File: src/rtl/mem_access_initiator_if.sv
// Main memory bus between the instruction/operand initiator and the memory controller.
`ifndef INSTRUCTION_FETCH
`define INSTRUCTION_FETCH 1'b0
`endif
`ifndef DATA_READ
`define DATA_READ 1'b1
`endif

// Handshake: the master raises exactly one enable with address/read_type/write_data
// stable and holds them until it samples mem_finished=1 (read_data valid that cycle);
// on that edge the enable drops and it stays low for at least one cycle.
interface mem_access_initiator_if;
   logic [11:0] address;
   logic        read_enable;
   logic        write_enable;
   logic [11:0] write_data;
   logic        read_type;
   logic [11:0] read_data;
   logic        mem_finished;

   modport master (
      output address, read_enable, write_enable, write_data, read_type,
      input  read_data, mem_finished
   );

   modport slave (
      input  address, read_enable, write_enable, write_data, read_type,
      output read_data, mem_finished
   );
endinterface

File: src/rtl/mem_access_initiator.sv
// PDP-8 style instruction fetch, effective-address resolution (page, indirect,
// auto-index) and operand fetch, issued as single-enable accesses on the memory bus.
module mem_access_initiator #(
   parameter logic [11:0] AUTO_LO      = 12'o0010,
   parameter logic [11:0] AUTO_HI      = 12'o0017,
   parameter int unsigned DRAIN_CYCLES = 3
) (
   input  logic        clk,
   input  logic        reset,
   input  logic        start,
   input  logic [11:0] pc,
   output logic        busy,
   output logic        done,
   output logic [11:0] ir,
   output logic [11:0] ea,
   output logic [11:0] operand,
   output logic [3:0]  dbg_state,
   mem_access_initiator_if.master bus
);

   typedef enum logic [3:0] {
      S_DRAIN      = 4'd0,
      S_IDLE       = 4'd1,
      S_FETCH      = 4'd2,
      S_DECODE     = 4'd3,
      S_IND_READ   = 4'd4,
      S_AUTO_WRITE = 4'd5,
      S_OPER_READ  = 4'd6,
      S_DONE       = 4'd7
   } state_t;

   state_t      state;
   logic [4:0]  page_q;
   logic [11:0] ptr;
   logic [7:0]  drain_cnt;
   logic [2:0]  op;
   logic [11:0] base;
   logic        enabled;
   logic        finished;
   logic        needs_oper;
   logic        is_auto;

   assign op         = ir[11:9];
   // Page base comes from the latched pc, never from an indirect pointer.
   assign base       = ir[7] ? {page_q, ir[6:0]} : {5'b0, ir[6:0]};
   assign enabled    = bus.read_enable | bus.write_enable;
   assign finished   = enabled & bus.mem_finished;
   assign needs_oper = (op <= 3'd2);
   assign is_auto    = (ea >= AUTO_LO) && (ea <= AUTO_HI);
   assign dbg_state  = state;

   always_ff @(posedge clk) begin
      if (reset) begin
         state            <= S_DRAIN;
         drain_cnt        <= 8'(DRAIN_CYCLES);
         busy             <= 1'b1;
         done             <= 1'b0;
         ir               <= '0;
         ea               <= '0;
         operand          <= '0;
         page_q           <= '0;
         ptr              <= '0;
         bus.address      <= '0;
         bus.read_enable  <= 1'b0;
         bus.write_enable <= 1'b0;
         bus.write_data   <= '0;
         bus.read_type    <= 1'b0;
      end else begin
         case (state)
            S_DRAIN: begin
               if (drain_cnt <= 8'd1) begin
                  state <= S_IDLE;
                  busy  <= 1'b0;
               end else begin
                  drain_cnt <= drain_cnt - 8'd1;
               end
            end
            S_IDLE: begin
               if (start) begin
                  page_q          <= pc[11:7];
                  ea              <= '0;
                  operand         <= '0;
                  busy            <= 1'b1;
                  bus.address     <= pc;
                  bus.read_type   <= `INSTRUCTION_FETCH;
                  bus.read_enable <= 1'b1;
                  state           <= S_FETCH;
               end
            end
            S_FETCH: begin
               if (finished) begin
                  ir              <= bus.read_data;
                  bus.read_enable <= 1'b0;
                  state           <= S_DECODE;
               end
            end
            S_DECODE: begin
               if (op >= 3'd6) begin
                  ea    <= '0;
                  done  <= 1'b1;
                  state <= S_DONE;
               end else begin
                  ea <= base;
                  if (ir[8] || needs_oper) begin
                     bus.address     <= base;
                     bus.read_type   <= `DATA_READ;
                     bus.read_enable <= 1'b1;
                     state           <= ir[8] ? S_IND_READ : S_OPER_READ;
                  end else begin
                     done  <= 1'b1;
                     state <= S_DONE;
                  end
               end
            end
            S_IND_READ: begin
               if (finished) begin
                  bus.read_enable <= 1'b0;
                  if (is_auto) begin
                     ptr   <= bus.read_data + 12'd1;
                     state <= S_AUTO_WRITE;
                  end else begin
                     ea <= bus.read_data;
                     if (needs_oper) begin
                        state <= S_OPER_READ;
                     end else begin
                        done  <= 1'b1;
                        state <= S_DONE;
                     end
                  end
               end
            end
            // Entered with enables low after a previous access: issue on the next edge.
            S_AUTO_WRITE: begin
               if (!enabled) begin
                  bus.address      <= ea;
                  bus.write_data   <= ptr;
                  bus.write_enable <= 1'b1;
               end else if (finished) begin
                  bus.write_enable <= 1'b0;
                  ea               <= ptr;
                  if (needs_oper) begin
                     state <= S_OPER_READ;
                  end else begin
                     done  <= 1'b1;
                     state <= S_DONE;
                  end
               end
            end
            S_OPER_READ: begin
               if (!enabled) begin
                  bus.address     <= ea;
                  bus.read_type   <= `DATA_READ;
                  bus.read_enable <= 1'b1;
               end else if (finished) begin
                  operand         <= bus.read_data;
                  bus.read_enable <= 1'b0;
                  done            <= 1'b1;
                  state           <= S_DONE;
               end
            end
            S_DONE: begin
               done  <= 1'b0;
               busy  <= 1'b0;
               state <= S_IDLE;
            end
            default: begin
               state     <= S_DRAIN;
               drain_cnt <= 8'(DRAIN_CYCLES);
               busy      <= 1'b1;
            end
         endcase
      end
   end

endmodule
File: src/flat_wrapper.sv
// flat-port wrapper written by rule: the top's interface ports become plain ports
module mem_access_initiator_flat 
#(
   parameter logic [11:0] AUTO_LO      = 12'o0010,
   parameter logic [11:0] AUTO_HI      = 12'o0017,
   parameter int unsigned DRAIN_CYCLES = 3
)
  (clk, reset, start, pc, busy, done, ir, ea, operand, dbg_state, bus_address, bus_read_enable, bus_write_enable, bus_write_data, bus_read_type, bus_read_data, bus_mem_finished);
  mem_access_initiator_if bus_i ();
  input  logic clk;
  input  logic reset;
  input  logic start;
  input  logic [11:0] pc;
  output logic busy;
  output logic done;
  output logic [11:0] ir;
  output logic [11:0] ea;
  output logic [11:0] operand;
  output logic [3:0] dbg_state;
  output wire logic [$bits(bus_i.address)-1:0] bus_address;
  output wire logic [$bits(bus_i.read_enable)-1:0] bus_read_enable;
  output wire logic [$bits(bus_i.write_enable)-1:0] bus_write_enable;
  output wire logic [$bits(bus_i.write_data)-1:0] bus_write_data;
  output wire logic [$bits(bus_i.read_type)-1:0] bus_read_type;
  input wire logic [$bits(bus_i.read_data)-1:0] bus_read_data;
  input wire logic [$bits(bus_i.mem_finished)-1:0] bus_mem_finished;
  assign bus_address = bus_i.address;
  assign bus_read_enable = bus_i.read_enable;
  assign bus_write_enable = bus_i.write_enable;
  assign bus_write_data = bus_i.write_data;
  assign bus_read_type = bus_i.read_type;
  assign bus_i.read_data = bus_read_data;
  assign bus_i.mem_finished = bus_mem_finished;
  mem_access_initiator #(.AUTO_LO(AUTO_LO), .AUTO_HI(AUTO_HI), .DRAIN_CYCLES(DRAIN_CYCLES)) u_core (.clk(clk), .reset(reset), .start(start), .pc(pc), .busy(busy), .done(done), .ir(ir), .ea(ea), .operand(operand), .dbg_state(dbg_state), .bus(bus_i));
endmodule
File: config.mk
export PLATFORM = sky130hd
export DESIGN_NAME = mem_access_initiator_flat
export DESIGN_NICKNAME = d
export VERILOG_FILES = /design/src/rtl/mem_access_initiator_if.sv /design/src/rtl/mem_access_initiator.sv /design/src/flat_wrapper.sv
export SDC_FILE = /design/constraint.sdc
export NUM_CORES = 1
export LEC_CHECK = 0
export ABC_CLOCK_PERIOD_IN_PS = 2060
export BUFFER_PORTS_ARGS = -buffer_cell sky130_fd_sc_hd__buf_2
export CORE_MARGIN = 4
export CORE_UTILIZATION = 45
export CTS_CLUSTER_DIAMETER = 60
export DETAILED_ROUTE_END_ITERATION = 8
export PLACE_DENSITY = 0.66
export SLEW_MARGIN = 20
export SYNTH_ARGS = -nofsm -noshare
export SYNTH_HDL_FRONTEND = slang
export SYNTH_SLANG_ARGS = --single-unit
File: constraint.sdc
create_clock -name clk -period 2.06 [get_ports clk]
set_input_delay 0.309 -clock clk [delete_from_list [all_inputs] [get_ports clk]]
set_output_delay 0.309 -clock clk [all_outputs]
set_load 0.1 [all_outputs]
==> key figures, run 1 <==
Power
  • PwrDens: 990.8 nW/um^2
  • Worst-case vdd ir drop: ~0.54 mV
  • Leakage power total: 2.229 nW
  • Total power consumption of the routed design: 5.559 mW

CTS
  • Quantity of hold-fixing buffers added after cts: 0
  • Setup fix buffers added after clock tree synthesis: 0
  • H-tree depth: 3
  • Number of buffers inserted during clock tree synthesis: 9
  • Clock Tree Root: clkbuf_8
  • Maximum buffer depth of the clock tree: 2
  • Clock transition at the registers of the reported paths: 0.10 ns
  • CTS tree: built
  • Skew-Pair Late Insertion Delay: 0.36 ns
  • Number of clock sinks seen by CTS: 93

Layout
  • Most frequent cells in the layout: 95 x buf_2, 75 x dfxtp_1, 71 x nor2_1
  • Antenna cells: 0
  • Layout cell share with drive strength beyond 1: 0.2751
  • # fillers: about 980
  • Most common cell after layout, fill and taps aside: buf_2
  • Final design area excluding fillers: 5610 sq um
  • Non-filler instance count after layout: 794
  • Final #Nets: 684
  • Utilization after layout: 0.5484
  • Area Growth Syn to Fin: 19.41%

Floorplanning
  • # IOs: 97
  • Std cell rows: 37
  • Core Footprint: a little over 10000 sq um
  • Height of the die: 110.2 microns
  • Die span in x: 110.2 microns
  • Starting Density: 0.4592
  • Area of the die: between 10000 and 15000 sq um

Drt
  • Vias per std cell: 5.623
  • Total number of vias: 4465
  • Number of detailed-routing iterations run before antenna repair: 6
  • Remaining routing DRC violations: 0
  • Top Metal Used: met4
  • Wire length on met1: 5983 microns
  • Wire length per cell after detailed routing: ~16 microns
  • Violation count after the first detailed-routing iteration: between 300 and 400
  • Number of nets with antenna violations after routing: 0
  • Met3 wire length: 832 microns
  • Total routed wirelength: 13020 microns
  • Met2 layer wire length in the routed design: between 5000 and 6000 microns

STA
  • Final setup TNS: 0 ns
  • Share of the clock period used by the worst path: 0.9539
  • Final number of hold-violating endpoints: 0
  • Final-report max-slew violation count: 0
  • Unrepaired setup endpoints after global routing: false
  • Max transition margin: 0.5998
  • Smallest hold slack: 0.2119 ns
  • Minimum period implied by the final worst setup slack: 1.965 ns
  • Final setup violating endpoints: 0
  • Worst setup skew after layout: 0.01526 ns
  • Worst Setup Slack, final: 0.09496 ns
  • Fmax achieved: 508.9 MHz
  • Transition time of the tightest slew-check pin: around 0.6 ns

GRT
  • Pin count of the biggest net entering global routing: 43
  • Total congestion overflow after global routing: 0
  • Antenna violations before repair: 0
  • Global-route wire length before repair: 20870 microns
  • Vias in the first global route: 4091
  • Overall track demand over capacity in global routing: 0.2174

Run status
  • Run status: complete, no violations

Synthesis
  • Netlist Area Pre-Place: approximately 4700 sq um
  • Yosys warns: 0
  • Predominant post-synthesis flop cell: dfxtp_1
  • Count of different cell masters after synthesis: between 50 and 60
  • Number of instances in the synthesized netlist: 567
  • Async set-reset flop share out of synthesis: 0
  • Number of synthesized flops with an enable pin: 0
  • Share of synthesized area occupied by flip-flops and latches: 0.3963
  • Avg Synthesized Cell Area: 8.286 sq um
  • Seq cells post-synth: 93
  • Number of nets produced by synthesis: 598

Placement
  • Worst setup timing slack at the placement stage: 0.09869 ns
  • Weighted congestion at the end of routability-driven global placement: roughly 0.92
  • DP HPWL: 9615 microns
  • Placement-stage cell area: 5398 sq um
  • Total instance count after detailed placement: about 780
  • Number of I/O port buffers: 95

Critical path
  • Setup slack of the worst register-to-register path: 0.09 ns
  • Kind of end point of the critical path: register
  • Launching element type of the critical path: register
  • Series of cell instances along the critical path: or4_4 > o41ai_4 > buf_4 > o21ai_2 > a211o_1
  • Largest driver fanout on the critical path: 10
  • Highest-delay cell along the critical path: or4_4
  • Data arrival time of the worst path: 2.22 ns
  • Required time worst endpoint: between 2 and 2.5 ns
  • Crit Reg-Reg Startpoint: u_core.drain_cnt[2]
  • Crit Reg-Reg Endpoint: u_core.busy
  • Depth of the most critical reg-to-reg path: 5
  • Type of the worst setup path: register to register
  • Crit-path max cell delay: between 0.5 and 0.6 ns

Min path
  • HP Start: pc[9]
  • Cell depth of the worst hold path: 3
  • Path class of the lowest-slack min-delay path: input pin to register
  • Hold Path Sink: u_core.page_q[2]

Flow run
  • Maximum Capacitance Violations: 0
[worst max-delay path, delay by kind of cell, from the launching register on]
kind | cells | cell delay [ns]
AND/OR/NAND/NOR | 1 | 0.58
flip-flops | 1 | 0.36
buffers and inverters | 1 | 0.24
AO/OA/AOI/OAI | 3 | 0.67
[report_power, final]
part           internal, mW  leakage (nW)  total (mW)  switching (mW)
clock network         0.575        0.0988        1.25           0.674
logic                 0.699          1.37        2.19            1.50
registers              1.94         0.761        2.12           0.176
[area by class of cell]
class                   instances  area (sq um)  share of cell area
multi-input cells             419          2630              0.4688
flip-flops and latches         93          1889              0.3368
repair buffers                119         680.7              0.1213
well taps                     136         170.2             0.03033
clock buffers                  10         127.6             0.02275
clock inverters                 6         71.32             0.01271
inverters                      11         41.29            0.007360
[flip-flops by register name (all words and copies together), names as in the netlist]
register / cells
u_core.bus.address: 12
u_core.bus.write_data: 12
u_core.ea: 12
u_core.ir: 12
u_core.operand: 12
u_core.ptr: 12
u_core.drain_cnt: 8
u_core.page_q: 5
u_core.dbg_state: 3
u_core.bus.read_enable: 1
u_core.bus.read_type: 1
u_core.bus.write_enable: 1
u_core.busy: 1
u_core.done: 1
[worst max path at each step]
stage	to	from	slack, ns
floorplan	u_core.ir[7]	u_core.bus.write_enable	0.005
global route	u_core.bus.address[10]	u_core.dbg_state[1]	0.007
global placement	u_core.busy	u_core.drain_cnt[2]	0.14
detailed placement	u_core.bus.address[10]	u_core.dbg_state[1]	0.1
CTS	u_core.bus.address[10]	u_core.dbg_state[1]	0.09
finish	u_core.busy	u_core.drain_cnt[2]	0.09
[what timing repair did]
item,in CTS,in global routing
resized for setup,0,3
setup endpoints to repair,0,6
endpoints found under the hold margin,0,0
[metal layers]
| metal | up-vias | track usage |
|---|---|---|
| li1 | 2179 | - |
| met1 | 2098 | 0.3022 |
| met2 | 165 | 0.3510 |
| met3 | 23 | 0.03436 |
| met4 | 0 | 0.05981 |
| met5 | - | 0 |
[cell usage after synthesis (all sizes together) (2+ instances only)]
master,count,area share
dfxtp,93,0.40
nor2,71,0.057
nand2,64,0.051
a21oi,62,0.066
mux2i,50,0.11
clkbuf,28,0.022
nand3,24,0.026
nor3,18,0.022
buf,16,0.019
a31o,12,0.022
inv,11,0.0088
xnor2,10,0.019
nor3b,9,0.014
o211ai,9,0.015
o22ai,9,0.012
a211oi,7,0.011
a21o,7,0.011
o21ai,7,0.0091
a311oi,6,0.011
nand2b,6,0.0096
xor2,6,0.011
nor2b,5,0.0067
nor4,5,0.0080
o221ai,5,0.011
and2,3,0.0040
ha,3,0.0080
a2111oi,2,0.0037
nand4,2,0.0027
or3,2,0.0029
or4,2,0.0043
[kinds of logic (layout without fill, tap and decap cells)]
family	after synthesis	after routing	share of synthesized area
flops	93	93	0.3963
buf+inv	55	146	0.04980
xor+xnor	16	16	0.02983
compound gates	131	131	0.1875
mux	50	50	0.1065
other cells	1	1	0.0007982
fa+ha+maj	4	4	0.01012
simple gates	217	217	0.2192
(Power assumes the default switching activity.)
==> run 2, diff against run 1 <==
--- a/config.mk
+++ b/config.mk
@@ -12,6 +12,7 @@
 export CTS_CLUSTER_DIAMETER = 60
 export DETAILED_ROUTE_END_ITERATION = 8
 export PLACE_DENSITY = 0.66
+export SETUP_SLACK_MARGIN = 0.1
 export SLEW_MARGIN = 20
 export SYNTH_ARGS = -nofsm -noshare
 export SYNTH_HDL_FRONTEND = slang
==> run 2 against run 1 <==
Die area is the same. Sequential share of layout area is 0.34 points lower. Clock skew shrank 0.0077 ns. Critical path type unchanged. Largest cell class unchanged. Largest power group unchanged.
==> key figures, run 2 (same netlist as run 1, synthesis figures left out) <==
GRT
  • Pin count of the biggest net entering global routing: 37
  • Vias in the first global route: between 4000 and 5000
  • Overall track demand over capacity in global routing: 0.2257
  • Antenna violations before repair: 0
  • Global-route wire length before repair: 21490 microns
  • Total congestion overflow after global routing: 0

Critical path
  • Crit-path max cell delay: 0.43 ns
  • CP delay by family, top: simple AND/OR/NAND/NOR gates
  • Largest driver fanout on the critical path: 15
  • Highest-delay cell along the critical path: nor4_2
  • Crit path buffers/inverters: 1
  • Type of the worst setup path: register to register
  • Series of cell instances along the critical path: nor4_2 > nand4b_4 > nor3_4 > buf_12 > mux2i_1 > nor2_1
  • Launching element type of the critical path: register
  • Kind of end point of the critical path: register
  • Required time worst endpoint: 2.32 ns
  • Data arrival time of the worst path: 2.13 ns

CTS
  • H-tree depth: 3
  • Number of clock sinks seen by CTS: 93
  • Maximum buffer depth of the clock tree: 2
  • Number of buffers inserted during clock tree synthesis: 9
  • Quantity of hold-fixing buffers added after cts: 0
  • CTS tree: built
  • Clock Tree Root: clkbuf_8
  • Clock transition at the registers of the reported paths: 0.09 ns
  • Skew-Pair Late Insertion Delay: 0.36 ns

STA
  • Max transition margin: 0.4901
  • Final-report max-slew violation count: 0
  • Final number of hold-violating endpoints: 0
  • Minimum period implied by the final worst setup slack: ~1.9 ns
  • Share of the clock period used by the worst path: 0.9097
  • Transition time of the tightest slew-check pin: approximately 0.76 ns
  • Worst setup skew after layout: 0.007595 ns
  • Final setup TNS: 0 ns
  • Final setup violating endpoints: 0
  • Unrepaired setup endpoints after global routing: true
  • Fmax achieved: 533.6 MHz
  • Smallest hold slack: 0.2172 ns

Drt
  • Violation count after the first detailed-routing iteration: 255
  • Number of detailed-routing iterations run before antenna repair: 5
  • Wire length per cell after detailed routing: between 15 and 20 microns
  • Vias per std cell: 5.669
  • Number of nets with antenna violations after routing: 0
  • Total routed wirelength: 13410 microns
  • Remaining routing DRC violations: 0
  • Total number of vias: 4524

Power
  • Worst-case vdd ir drop: 0.4854 mV
  • PwrDens: 995.8 nW/um^2
  • Leakage power total: approximately 2.3 nW
  • Total power consumption of the routed design: ~5.7 mW

Placement
  • DP HPWL: 9951 microns
  • Weighted congestion at the end of routability-driven global placement: about 0.87
  • Number of I/O port buffers: 95
  • Total instance count after detailed placement: 778
  • Placement-stage cell area: roughly 5400 sq um

Floorplanning
  • Die span in x: 110.2 microns
  • Core Footprint: between 10000 and 15000 sq um
  • Height of the die: approximately 110 microns
  • Starting Density: 0.4592
  • Area of the die: 12140 sq um
  • # IOs: 97
  • Std cell rows: 37

Layout
  • Antenna cells: 0
  • Final #Nets: roughly 700
  • Final design area excluding fillers: between 5000 and 6000 sq um
  • Most common cell after layout, fill and taps aside: buf_2
  • Layout cell share with drive strength beyond 1: 0.2825
  • Non-filler instance count after layout: 798
  • Most frequent cells in the layout: 95 x buf_2, 73 x dfxtp_1, 71 x nor2_1
  • Combined area of the multi-input logic cells: 2644 sq um
  • Area Growth Syn to Fin: 21.92%
  • # fillers: 971
  • Sequential standard cell area: 1909 sq um

Run status
  • Run status: complete, no violations

Min path
  • Path class of the lowest-slack min-delay path: input pin to register

Flow run
  • Maximum Capacitance Violations: 0
run 2: cell types whose count changed in the layout (fill, tap and decap cells not counted), moves of 2 or more:
cell,change
dfxtp_4,+7
dfxtp_2,-5
buf_12,+3
clkbuf_8,+3
dfxtp_1,-2
run 2: what timing repair did:
item	4_1_cts	5_1_grt
buffers inserted	2	2
setup endpoints to repair	15	17
gates resized for setup	1	4
pin swaps	2	0
endpoints found under the hold margin	0	0
run 2: tightest hold or removal path: cells and delay by family:
kind,cells,cell delay (ns)
compound gates,1,0.05
simple gates,1,0.05
buf+inv,1,0.12
run 2: metrics by stage:
step	utilization	worst slack, ns
after floorplan	-	0.1061
after global placement	0.5325	0.1450
after detailed placement	0.5325	0.05170
after CTS	0.5562	0.1355
after global routing	0.5599	0.08022
final	0.5599	0.1860
run 2: final cells by class:
class | count | area share
multi-input cells | 419 | 0.4616
flip-flops and latches | 93 | 0.3333
repair buffers | 123 | 0.1317
well taps | 136 | 0.02971
clock buffers | 12 | 0.02709
clock inverters | 4 | 0.009393
inverters | 11 | 0.007208
run 2: routing by layer:
layer  vias up  part of all wire  global-route usage
met2       144              0.50              0.3752
met3        15             0.055             0.04485
li1       2192                 -                   -
met4         0             0.012             0.07300
met1      2173              0.44              0.2943
met5         -                 0                   0
run 2: where the power goes:
group,internal [mW],leakage [nW],switching [mW]
Clock,0.636,0.108,0.654
Sequential,1.94,0.764,0.165
Combinational,0.790,1.41,1.52
run 2: path summary, 6_finish.rpt:
check | startpoint | endpoint | slack (ns) | cells past startpoint
min reg2reg | u_core.bus.write_data[2] | u_core.bus.write_data[2] | 0.46 | 2
min | pc[8] | u_core.page_q[1] | 0.22 | 3
max | u_core.ea[8] | u_core.ptr[4] | 0.19 | 6
max reg2reg | u_core.ea[8] | u_core.ptr[4] | 0.19 | 6
